[src/rtl/fu_alu_scheduler.sv]
// Round-robin share of one combinational ALU among N_REQ requesters; optional perf counters via FU_ALU_SCHED_PERF_EN.
// Latency: 1 cycle from request handshake to wb_valid with the registered result.
// Backpressure: the one-entry result stage drains on wb_ready; when full and stalled, all req_ready are low.
module fu_alu_scheduler #(
  parameter int N_REQ = 4,
  parameter int TAG_W = 6,
  localparam int SRC_W = (N_REQ > 1) ? $clog2(N_REQ) : 1
) (
  input  logic                   CLK,
  input  logic                   RST,
  input  logic [N_REQ-1:0]       req_valid,
  output logic [N_REQ-1:0]       req_ready,
  input  logic [N_REQ*4-1:0]     req_aluop,
  input  logic [N_REQ*32-1:0]    req_a,
  input  logic [N_REQ*32-1:0]    req_b,
  input  logic [N_REQ*TAG_W-1:0] req_tag,
  input  logic                   flush,
  output logic [3:0]             alu_aluop,
  output logic [31:0]            alu_port_a,
  output logic [31:0]            alu_port_b,
  input  logic [31:0]            alu_port_output,
  input  logic                   alu_negative,
  input  logic                   alu_overflow,
  input  logic                   alu_zero,
  output logic                   wb_valid,
  input  logic                   wb_ready,
  output logic [31:0]            wb_data,
  output logic [2:0]             wb_flags,
  output logic [TAG_W-1:0]       wb_tag,
`ifdef FU_ALU_SCHED_PERF_EN
  output logic [31:0]            perf_issue_cnt,
  output logic [31:0]            perf_stall_cnt,
`endif
  output logic [SRC_W-1:0]       wb_src
);

  typedef enum logic {EMPTY, FULL} state_t;

  typedef struct packed {
    logic [31:0]      data;
    logic [2:0]       flags;
    logic [TAG_W-1:0] tag;
    logic [SRC_W-1:0] src;
  } wb_t;

  state_t           state_q, state_d;
  wb_t              wb_q;
  logic [SRC_W-1:0] rr_ptr;
  logic [SRC_W-1:0] grant;
  logic             any_vld;
  logic             can_issue;
  logic             issue;
  int               idx;

  // Search from rr_ptr upward, wrapping; the first valid slot wins.
  always_comb begin
    grant   = '0;
    any_vld = 1'b0;
    idx     = 0;
    for (int i = 0; i < N_REQ; i++) begin
      idx = int'(rr_ptr) + i;
      if (idx >= N_REQ) idx = idx - N_REQ;
      if (!any_vld && req_valid[idx]) begin
        grant   = SRC_W'(idx);
        any_vld = 1'b1;
      end
    end
  end

  assign can_issue = !flush && (state_q == EMPTY || wb_ready);
  assign issue     = can_issue && any_vld;

  always_comb begin
    req_ready = '0;
    if (issue) req_ready[grant] = 1'b1;
  end

  always_comb begin
    alu_aluop  = '0;
    alu_port_a = '0;
    alu_port_b = '0;
    if (any_vld) begin
      alu_aluop  = req_aluop[int'(grant)*4 +: 4];
      alu_port_a = req_a[int'(grant)*32 +: 32];
      alu_port_b = req_b[int'(grant)*32 +: 32];
    end
  end

  always_ff @(posedge CLK) begin
    if (RST) state_q <= EMPTY;
    else     state_q <= state_d;
  end

  // Flush wins; a drain with no refill frees the slot.
  always_comb begin
    state_d = state_q;
    if (flush)                             state_d = EMPTY;
    else if (issue)                        state_d = FULL;
    else if (state_q == FULL && wb_ready)  state_d = EMPTY;
  end

  always_ff @(posedge CLK) begin
    if (RST) begin
      wb_q   <= '0;
      rr_ptr <= '0;
    end else if (issue) begin
      wb_q.data  <= alu_port_output;
      wb_q.flags <= {alu_negative, alu_overflow, alu_zero};
      wb_q.tag   <= req_tag[int'(grant)*TAG_W +: TAG_W];
      wb_q.src   <= grant;
      if (N_REQ == 1 || int'(grant) == N_REQ - 1) rr_ptr <= '0;
      else                                         rr_ptr <= grant + SRC_W'(1);
    end
  end

  assign wb_valid = (state_q == FULL);
  assign wb_data  = wb_q.data;
  assign wb_flags = wb_q.flags;
  assign wb_tag   = wb_q.tag;
  assign wb_src   = wb_q.src;

`ifdef FU_ALU_SCHED_PERF_EN
  always_ff @(posedge CLK) begin
    if (RST || flush) begin
      perf_issue_cnt <= '0;
      perf_stall_cnt <= '0;
    end else begin
      if (issue)                 perf_issue_cnt <= perf_issue_cnt + 32'd1;
      if (any_vld && !can_issue) perf_stall_cnt <= perf_stall_cnt + 32'd1;
    end
  end
`endif

endmodule

[config.mk]
export PLATFORM = sky130hd
export DESIGN_NAME = fu_alu_scheduler
export DESIGN_NICKNAME = d
export VERILOG_FILES = /design/src/rtl/fu_alu_scheduler.sv
export SDC_FILE = /design/constraint.sdc
export NUM_CORES = 1
export LEC_CHECK = 0
export ABC_AREA = 1
export BUFFER_PORTS_ARGS = -buffer_cell sky130_fd_sc_hd__buf_2
export CORE_AREA = 3 3 177 179
export DETAILED_ROUTE_END_ITERATION = 16
export DIE_AREA = 0 0 180 182
export GPL_TIMING_DRIVEN = 0
export HOLD_SLACK_MARGIN = 0.1
export SLEW_MARGIN = 5
export SYNTH_ARGS = -nofsm -noshare
export SYNTH_HDL_FRONTEND = slang
export SYNTH_SLANG_ARGS = --single-unit
export TNS_END_PERCENT = 10
[constraint.sdc]
create_clock -name CLK -period 2.9 [get_ports CLK]
set_input_delay 0.145 -clock CLK [delete_from_list [all_inputs] [get_ports CLK]]
set_output_delay 0.145 -clock CLK [all_outputs]
set_load 0.02 [all_outputs]
==> flow_summary.toml, run 1 <==
[sta]
max_slew_margin = 0.5226
worst_slew_pin_slew_ns = 0.7161
finalSetupViolCount = 0
final_max_slew_viol_count = 0
fin_crit_sh = 0.9363
clock_skew_ns = 0.002332
finalCriticalPeriod_ns = 2.715
tns_ns = 0
clock.fmax_mhz = 368.3
finalHoldViolations = 0

[worst_hold_path]
hp-start = "alu_port_output[14]"
hold_path_class = "input pin to flop"

[grt]
grt_pass1_wl_mm = 46.75
top_usage_layer = "met2"
track_usage = 0.1829
grt_overflow = 0
antenna_found_initial = 9
grtUsageMet3 = 0.04107
grt_util_met1 = 0.2172
grtUsageMet2 = 0.3340
grt_pass1_vias = 7849
grt_max_degree = 17

[routing]
drtIter0Drc = 442
avgRoutedWirePerCell_um = 17.16
postRouteAntennaNets = 0
wirelength_mm = 32.27
via_per_inst = 4.336
vias = 8151
drc = 0
first_pass_iters = 7

[placed_design]
gp_congestion = 0.9019
place_hpwl_mm = 26.58
place_area_mm2 = 0.008051
port_buffers = 453

[floorplan]
die-area_mm2 = 0.03276
fp.dieW_um = 180
core-area_mm2 = 0.02972
initial_core_util = 0.1782
num_io_pins = 455
rows = 63
die_h_um = 182

[logic_synthesis]
synth_area_mm2 = 0.005296
synth-seq-cells = 46
async_reset_ff_frac = 0
synth_ff_type = "dfxtp_1"
synth_edf_count = 0
ys_warn_count = 0
syn-num-nets = 1362
synth.distinct_cells = 21
synth_cells = 1019
ys_seq_area_frac = 0.1739
syn_avg_cell_area_um2 = 5.198

[critical_path]
cp.arrival_ns = 2.57
setup.worst_path.start_class = "flop"
path_cells = "inv_2 > nand2_1 > nand2_2 > nand2_1 > nand2_1 > nor2_4 > nand3_1 > nand3_1 > nand2_2 > inv_2 > buf_12 > buf_4 > o211ai_1 > a21oi_1 > buf_2"
max_stage_delay_ns = 0.42
endpoint_kind = "primary output"
worstReg2RegStart = "rr_ptr[1]"
critical_path_class = "flop to primary output"
crit_path_start = "rr_ptr[1]"
crit_path_top_delay_cell = "dfxtp_1"
crit_path_max_fanout = 10
required_ns = 2.76
cpMostUsedCell = "nand2_1"

[clock_tree]
cts_tree = "built"
cts-root-buf = "clkbuf_16"
clk_pin_slew_worst_paths_ns = 0.07
cts_setup_buffers = 0
max-clock-path-buffers = 2
htree_levels = 2
cts_made_buffers = 5
clock-sinks = 46
clk_latency_ns = 0.29

[cells_and_area]
design_area_mm2 = 0.008397
multiInputGateArea_mm2 = 0.003079
fin_util = 0.2826
nets = 1825
drive_gt1_frac = 0.3594
ff_latch_area_um2 = 920.9
synthToLayoutAreaGrowth_pct = 58.54
final_common_cell = "buf_2"
mostFrequentLayoutCells = "buf_2 (461), nand2_1 (261), inv_1 (248)"
fill_cells = 3481

[run]
drv_cap = 0

[run_status]
status = "complete, no violations"
registers in the layout, indices dropped and copies added (netlist names):
| signal | count |
|---|---|
| wb_data | 32 |
| wb_tag | 6 |
| wb_flags | 3 |
| rr_ptr | 2 |
| wb_src | 2 |
| wb_valid | 1 |
layout make-up:
class / count / area share
antenna: 7 / 0.002086
buffer: 72 / 0.05633
clock buffer: 5 / 0.01490
clock inverter: 3 / 0.002980
inverter: 254 / 0.1135
multi-input combinational: 647 / 0.3667
sequential: 46 / 0.1097
tap: 390 / 0.05811
timing repair buffer: 456 / 0.2757
Yosys cell counts, types with 4 or more instances:
master / number / area [um2]
buf_4: 11 / 82.58
buf_2: 31 / 155.2
ha_1: 4 / 50.05
inv_2: 6 / 22.52
clkbuf_1: 24 / 90.09
a21oi_1: 72 / 360.4
dfxtp_1: 46 / 920.9
nand4_1: 13 / 81.33
inv_1: 248 / 930.9
nand2_1: 261 / 979.7
o21ai_0: 40 / 200.2
nor2_1: 89 / 334.1
o211ai_1: 68 / 510.5
nand3_1: 92 / 460.4
routing by layer:
layer | routed length (um) | part of all wire
met5 | 13 | 0.00040
met4 | 648 | 0.020
met3 | 2517 | 0.078
met2 | 16070 | 0.50
met1 | 13010 | 0.40
per-stage QoR:
stage / worst slack, ns / std cells / hold WS, ns
after global routing: -0.002117 / 1879 / 0.1236
after CTS: -0.02626 / 1873 / 0.1002
after detailed placement: -0.03715 / 1862 / 0.4011
after global placement: -0.01612 / 1862 / 0.3953
after floorplan: 0.8111 / 1019 / 0.3045
final: 0.1847 / 1880 / 0.1021
timing repair:
item                       4_1_cts  5_1_grt
resized for setup                7       50
gates cloned                     0        0
setup endpoints to repair       29       71
pin swaps                        0        1
hold buffers                     3        0
hold endpoints to repair         3        0
worst max-delay path, delay by kind of cell, from the launching register on:
family                 cells  cell delay (ns)
buffers and inverters      5             0.76
AND/OR/NAND/NOR            8             0.78
flip-flops                 1             0.42
AO/OA/AOI/OAI              2             0.30
path summary, 6_finish.rpt:
check	slack, ns	to	cells past startpoint
hold reg to reg	0.48	wb_flags[0]	2
setup / recovery	0.18	alu_port_b[24]	15
hold / removal	0.10	wb_data[14]	3
setup reg to reg	0.41	rr_ptr[1]	13
cell families after synthesis:
logic type / Yosys count / synth area share
DFF: 46 / 0.1739
buffers and inverters: 326 / 0.2504
AOI/OAI and AO/OA: 181 / 0.2032
adders and majority gates: 4 / 0.009450
and+or+nand+nor: 462 / 0.3631
Power of run 1 is left out: the tool's default activity adds up to more than one toggle a clock period on the data nets, which glitch-free logic cannot reach.
==> run 2: changes to the inputs <==
==> constraint.sdc (replaced) <==
create_clock -name CLK -period 3.4 [get_ports CLK]
set_input_delay 0.17 -clock CLK [delete_from_list [all_inputs] [get_ports CLK]]
set_output_delay 0.17 -clock CLK [all_outputs]
set_load 0.02 [all_outputs]
==> run 2 against run 1 <==
  * Flip-flop and latch count did not move
  * Wire length rose by 0.17%
  * Via count decreased by 0.71%
  * First-iteration DRC count down 7.7%
  * Final cell count decreased by 0.16%
  * Critical path depth shrank 4
  * Utilization decreased by 0.60 points
  * Worst setup slack improved by 0.17 ns
  * Sequential share of layout area up 0.24 points
  * Critical path type unchanged
==> flow_summary.toml, run 2 (synthesis results as in run 1) <==
[run_status]
status = "complete, no violations"

[clock_tree]
cts-root-buf = "clkbuf_16"
max-clock-path-buffers = 2
cts_setup_buffers = 0
cts-resized-gates = 0
clk_latency_ns = 0.29
hold_buffers = 0
htree_levels = 2
clock-sinks = 46
clk_pin_slew_worst_paths_ns = 0.07
cts_tree = "built"
cts_made_buffers = 5

[critical_path]
required_ns = 3.23
r2r_slack_ns = 0.53
reg2reg_depth = 13
crit_path_max_fanout = 10
crit_path_top_delay_cell = "clkbuf_1"
critical_path_class = "flop to primary output"
worstReg2RegStart = "rr_ptr[0]"
path_cells = "buf_4 > nand2_1 > nand3_1 > nand2_2 > nor2_4 > nand4_1 > nand2_2 > clkbuf_1 > nand3_1 > a21oi_1 > buf_2"
max_stage_delay_ns = 0.60
r2r_end = "rr_ptr[1]"
cp.arrival_ns = 2.88
endpoint_kind = "primary output"
setup.worst_path.start_class = "flop"

[sta]
layout_setup_ws_ns = 0.3501
tns_ns = 0
clock.fmax_mhz = 327.9
clock_skew_ns = 0.001834
finalSetupViolCount = 0
finalHoldViolations = 0
fin_crit_sh = 0.8970
final_max_slew_viol_count = 0
worst_slew_pin_slew_ns = 0.7593
hold_ws_ns = 0.1228
finalCriticalPeriod_ns = 3.050
rsz0062_at_grt = "no"
max_slew_margin = 0.4938

[cells_and_area]
synthToLayoutAreaGrowth_pct = 55.19
mostFrequentLayoutCells = "buf_2 (484), nand2_1 (261), inv_1 (248)"
drive_gt1_frac = 0.3507
nets = 1822
final_common_cell = "buf_2"
largest_reg_flops = 32

[grt]
grt_pass1_vias = 7853
grt_pass1_wl_mm = 46.74
grt_overflow = 0
track_usage = 0.1829
antenna_found_initial = 9
grt_max_degree = 17

[placed_design]
port_buffers = 453
dp_slack_ns = 0.4629
place_hpwl_mm = 26.58
gp_congestion = 0.9019

[routing]
drtIter0Drc = 408
via_per_inst = 4.312
drc = 0
postRouteAntennaNets = 0
wirelength_mm = 32.32
vias = 8093
first_pass_iters = 7
avgRoutedWirePerCell_um = 17.22

[floorplan]
rows = 63
core-area_mm2 = 0.02972
die-area_mm2 = 0.03276
fp.dieW_um = 180
initial_core_util = 0.1782
num_io_pins = 455
die_h_um = 182

[worst_hold_path]
whs_path_depth = 3
whs_endpoint = "wb_data[29]"
hp-start = "alu_port_output[29]"
hold_path_class = "input pin to flop"

[run]
drv_cap = 0
[run 2: worst max-delay path: cells and delay by family, from the launching register on]
| kind | cells | cell delay (ns) |
|---|---|---|
| DFF | 1 | 0.34 |
| AOI/OAI and AO/OA | 1 | 0.34 |
| buffers and inverters | 3 | 1.01 |
| and+or+nand+nor | 7 | 0.88 |
[run 2: stage by stage]
stage	std cells	instance area [um2]	utilization
finish	1877	8219	0.2766
global placement	1862	8051	0.2709
CTS	1870	8202	0.2760
detailed placement	1862	8051	0.2709
floorplan	1019	5296	-
global route	1876	8217	0.2765
[run 2: final cells by class]
type,count,area [um2]
Tap cell,390,488.0
Clock buffer,5,125.1
Antenna cell,7,17.52
Inverter,254,953.4
Sequential cell,46,920.9
Fill cell,3488,21500
Buffer,72,372.9
Timing Repair Buffer,453,2267
Clock inverter,3,25.02
Multi-Input combinational cell,647,3049
[run 2: worst max-delay path by stage]
stage / slack, ns / startpoint / endpoint
finish: 0.35 / rr_ptr[0] / alu_port_b[4]
floorplan: 1.29 / rr_ptr[0] / req_ready[1]
detailed placement: 0.46 / rr_ptr[0] / rr_ptr[1]
global placement: 0.48 / rr_ptr[0] / rr_ptr[1]
CTS: 0.30 / rr_ptr[0] / alu_port_b[4]
global route: 0.05 / rr_ptr[0] / alu_port_a[28]
[run 2: per-layer routing]
layer | routed length [um] | vias up | GRT usage
li1 | - | 4042 | -
met1 | 13000 | 3624 | 0.2172
met2 | 16110 | 389 | 0.3338
met3 | 2576 | 36 | 0.04107
met4 | 619 | 2 | 0.04425
met5 | 13 | - | 0
Power of run 2 is left out for the same reason.
==> run 3: changes to the inputs <==
--- a/config.mk
+++ b/config.mk
@@ -12,6 +12,7 @@
 export DIE_AREA = 0 0 180 182
 export GPL_TIMING_DRIVEN = 0
 export HOLD_SLACK_MARGIN = 0.1
+export REMOVE_ABC_BUFFERS = 1
 export SLEW_MARGIN = 5
 export SYNTH_ARGS = -nofsm -noshare
 export SYNTH_HDL_FRONTEND = slang
==> run 3 against run 2 <==
  * Register-to-register slack worse by 0.06 ns
  * Non-clock buffer count is 62 lower
  * Wire length is 20% lower
  * Global-route usage is 4.5 points lower
  * Utilization is 0.38 points lower
  * Cell area is 1.4% lower
  * Highest routed layer unchanged
  * Worst hold slack better by 0.012 ns
  * Sequential share of layout area is 0.20 points higher
==> flow_summary.toml, run 3 (synthesis results as in run 1) <==
[grt]
grt_pass1_wl_mm = 37.43
antenna_found_initial = 4
track_usage = 0.1381
grt_overflow = 0
grt_pass1_vias = 7210
grt_max_degree = 90

[critical_path]
setup.worst_path.start_class = "flop"
cp.arrival_ns = 3.01
reg2reg_depth = 11
crit_path_max_fanout = 50
critical_path_class = "flop to primary output"
endpoint_kind = "primary output"
required_ns = 3.23

[cells_and_area]
nets = 1764
largest_reg_flops = 32
synthToLayoutAreaGrowth_pct = 53.04
drive_gt1_frac = 0.3462
mostFrequentLayoutCells = "buf_2 (454), nand2_1 (259), inv_1 (247)"
insertedDiodeCount = 0
design_area_mm2 = 0.008105
final_common_cell = "buf_2"
fin_util = 0.2727

[routing]
vias = 7751
highest_layer = "met5"
wirelength_mm = 25.74
wl_met2_mm = 12.85
wl_met3_mm = 1.993
via_per_inst = 4.280
avgRoutedWirePerCell_um = 14.21
first_pass_iters = 5
drt-met1-wl_mm = 10.23
drc = 0
drtIter0Drc = 343
postRouteAntennaNets = 0

[sta]
worst_slew_pin_slew_ns = 0.9813
layout_setup_ws_ns = 0.2163
rsz0062_at_grt = "no"
clock_skew_ns = 0.006312
fin_crit_sh = 0.9364
clock.fmax_mhz = 314.1
hold_ws_ns = 0.1345
finalSetupViolCount = 0
finalCriticalPeriod_ns = 3.184
finalHoldViolations = 0
max_slew_margin = 0.3451
final_max_slew_viol_count = 0

[placed_design]
place_area_mm2 = 0.007784
place_hpwl_mm = 18.33
gp_congestion = 0.8605
port_buffers = 454
dp_slack_ns = -1.179

[worst_hold_path]
whs_path_depth = 3
hold_path_class = "input pin to flop"

[floorplan]
fp.dieW_um = 180
num_io_pins = 455
initial_core_util = 0.1782
core-area_mm2 = 0.02972
die_h_um = 182
die-area_mm2 = 0.03276
rows = 63

[clock_tree]
cts_made_buffers = 5
clk_pin_slew_worst_paths_ns = 0.06
clk_latency_ns = 0.29
htree_levels = 2
cts_tree = "built"
clock-sinks = 46
hold_buffers = 0
cts-root-buf = "clkbuf_16"
max-clock-path-buffers = 2

[run]
drv_cap = 0

[run_status]
status = "complete, no violations"
## run 3: stage by stage
step / setup TNS, ns / cells
floorplan: -163.09 / 947
global placement: -369.92 / 1791
detailed placement: -88.24 / 1794
CTS: 0 / 1805
global route: 0 / 1811
finish: 0 / 1811
## run 3: path summary, 6_finish.rpt
path                        from           end  slack [ns]
max                    rr_ptr[0]  req_ready[3]        0.22
min          alu_port_output[21]   wb_data[21]        0.13
max reg2reg            rr_ptr[0]     wb_src[1]        0.47
min reg2reg          wb_data[15]   wb_data[15]        0.48
## run 3: critical path, stage by stage, from the launching register on
cell,delay (ns)
dfxtp_4,0.39
inv_2,0.16
nand2_1,0.07
nand2_1,0.15
nand2_1,0.07
nand2_1,0.11
nor2_4,0.06
nand2_1,0.07
nand3_2,0.23
nand2_8,0.25
buf_16,0.25
clkinv_16,0.22
ha_1,0.24
inv_1,0.06
nor2_1,0.04
buf_2,0.20
## run 3: what timing repair did
action	CTS	global route
gates resized for setup	14	6
pin swaps	1	1
setup buffers	2	3
gates cloned	2	3
setup endpoints to repair	117	115
## run 3: final cells by class
type,count,area [um2]
fill,3426,21610
multi-input combinational,650,3133
timing repair buffer,463,2417
inverter,254,998.5
sequential,46,924.6
tap,390,488.0
clock buffer,7,132.6
timing repair inverter,1,11.26
## run 3: metal layers
| metal | vias up | track usage |
|---|---|---|
| met5 | - | 0 |
| met4 | 8 | 0.03806 |
| met3 | 51 | 0.03446 |
| met2 | 329 | 0.2472 |
| met1 | 3432 | 0.1641 |
| li1 | 3931 | - |
Power of run 3 is left out for the same reason.
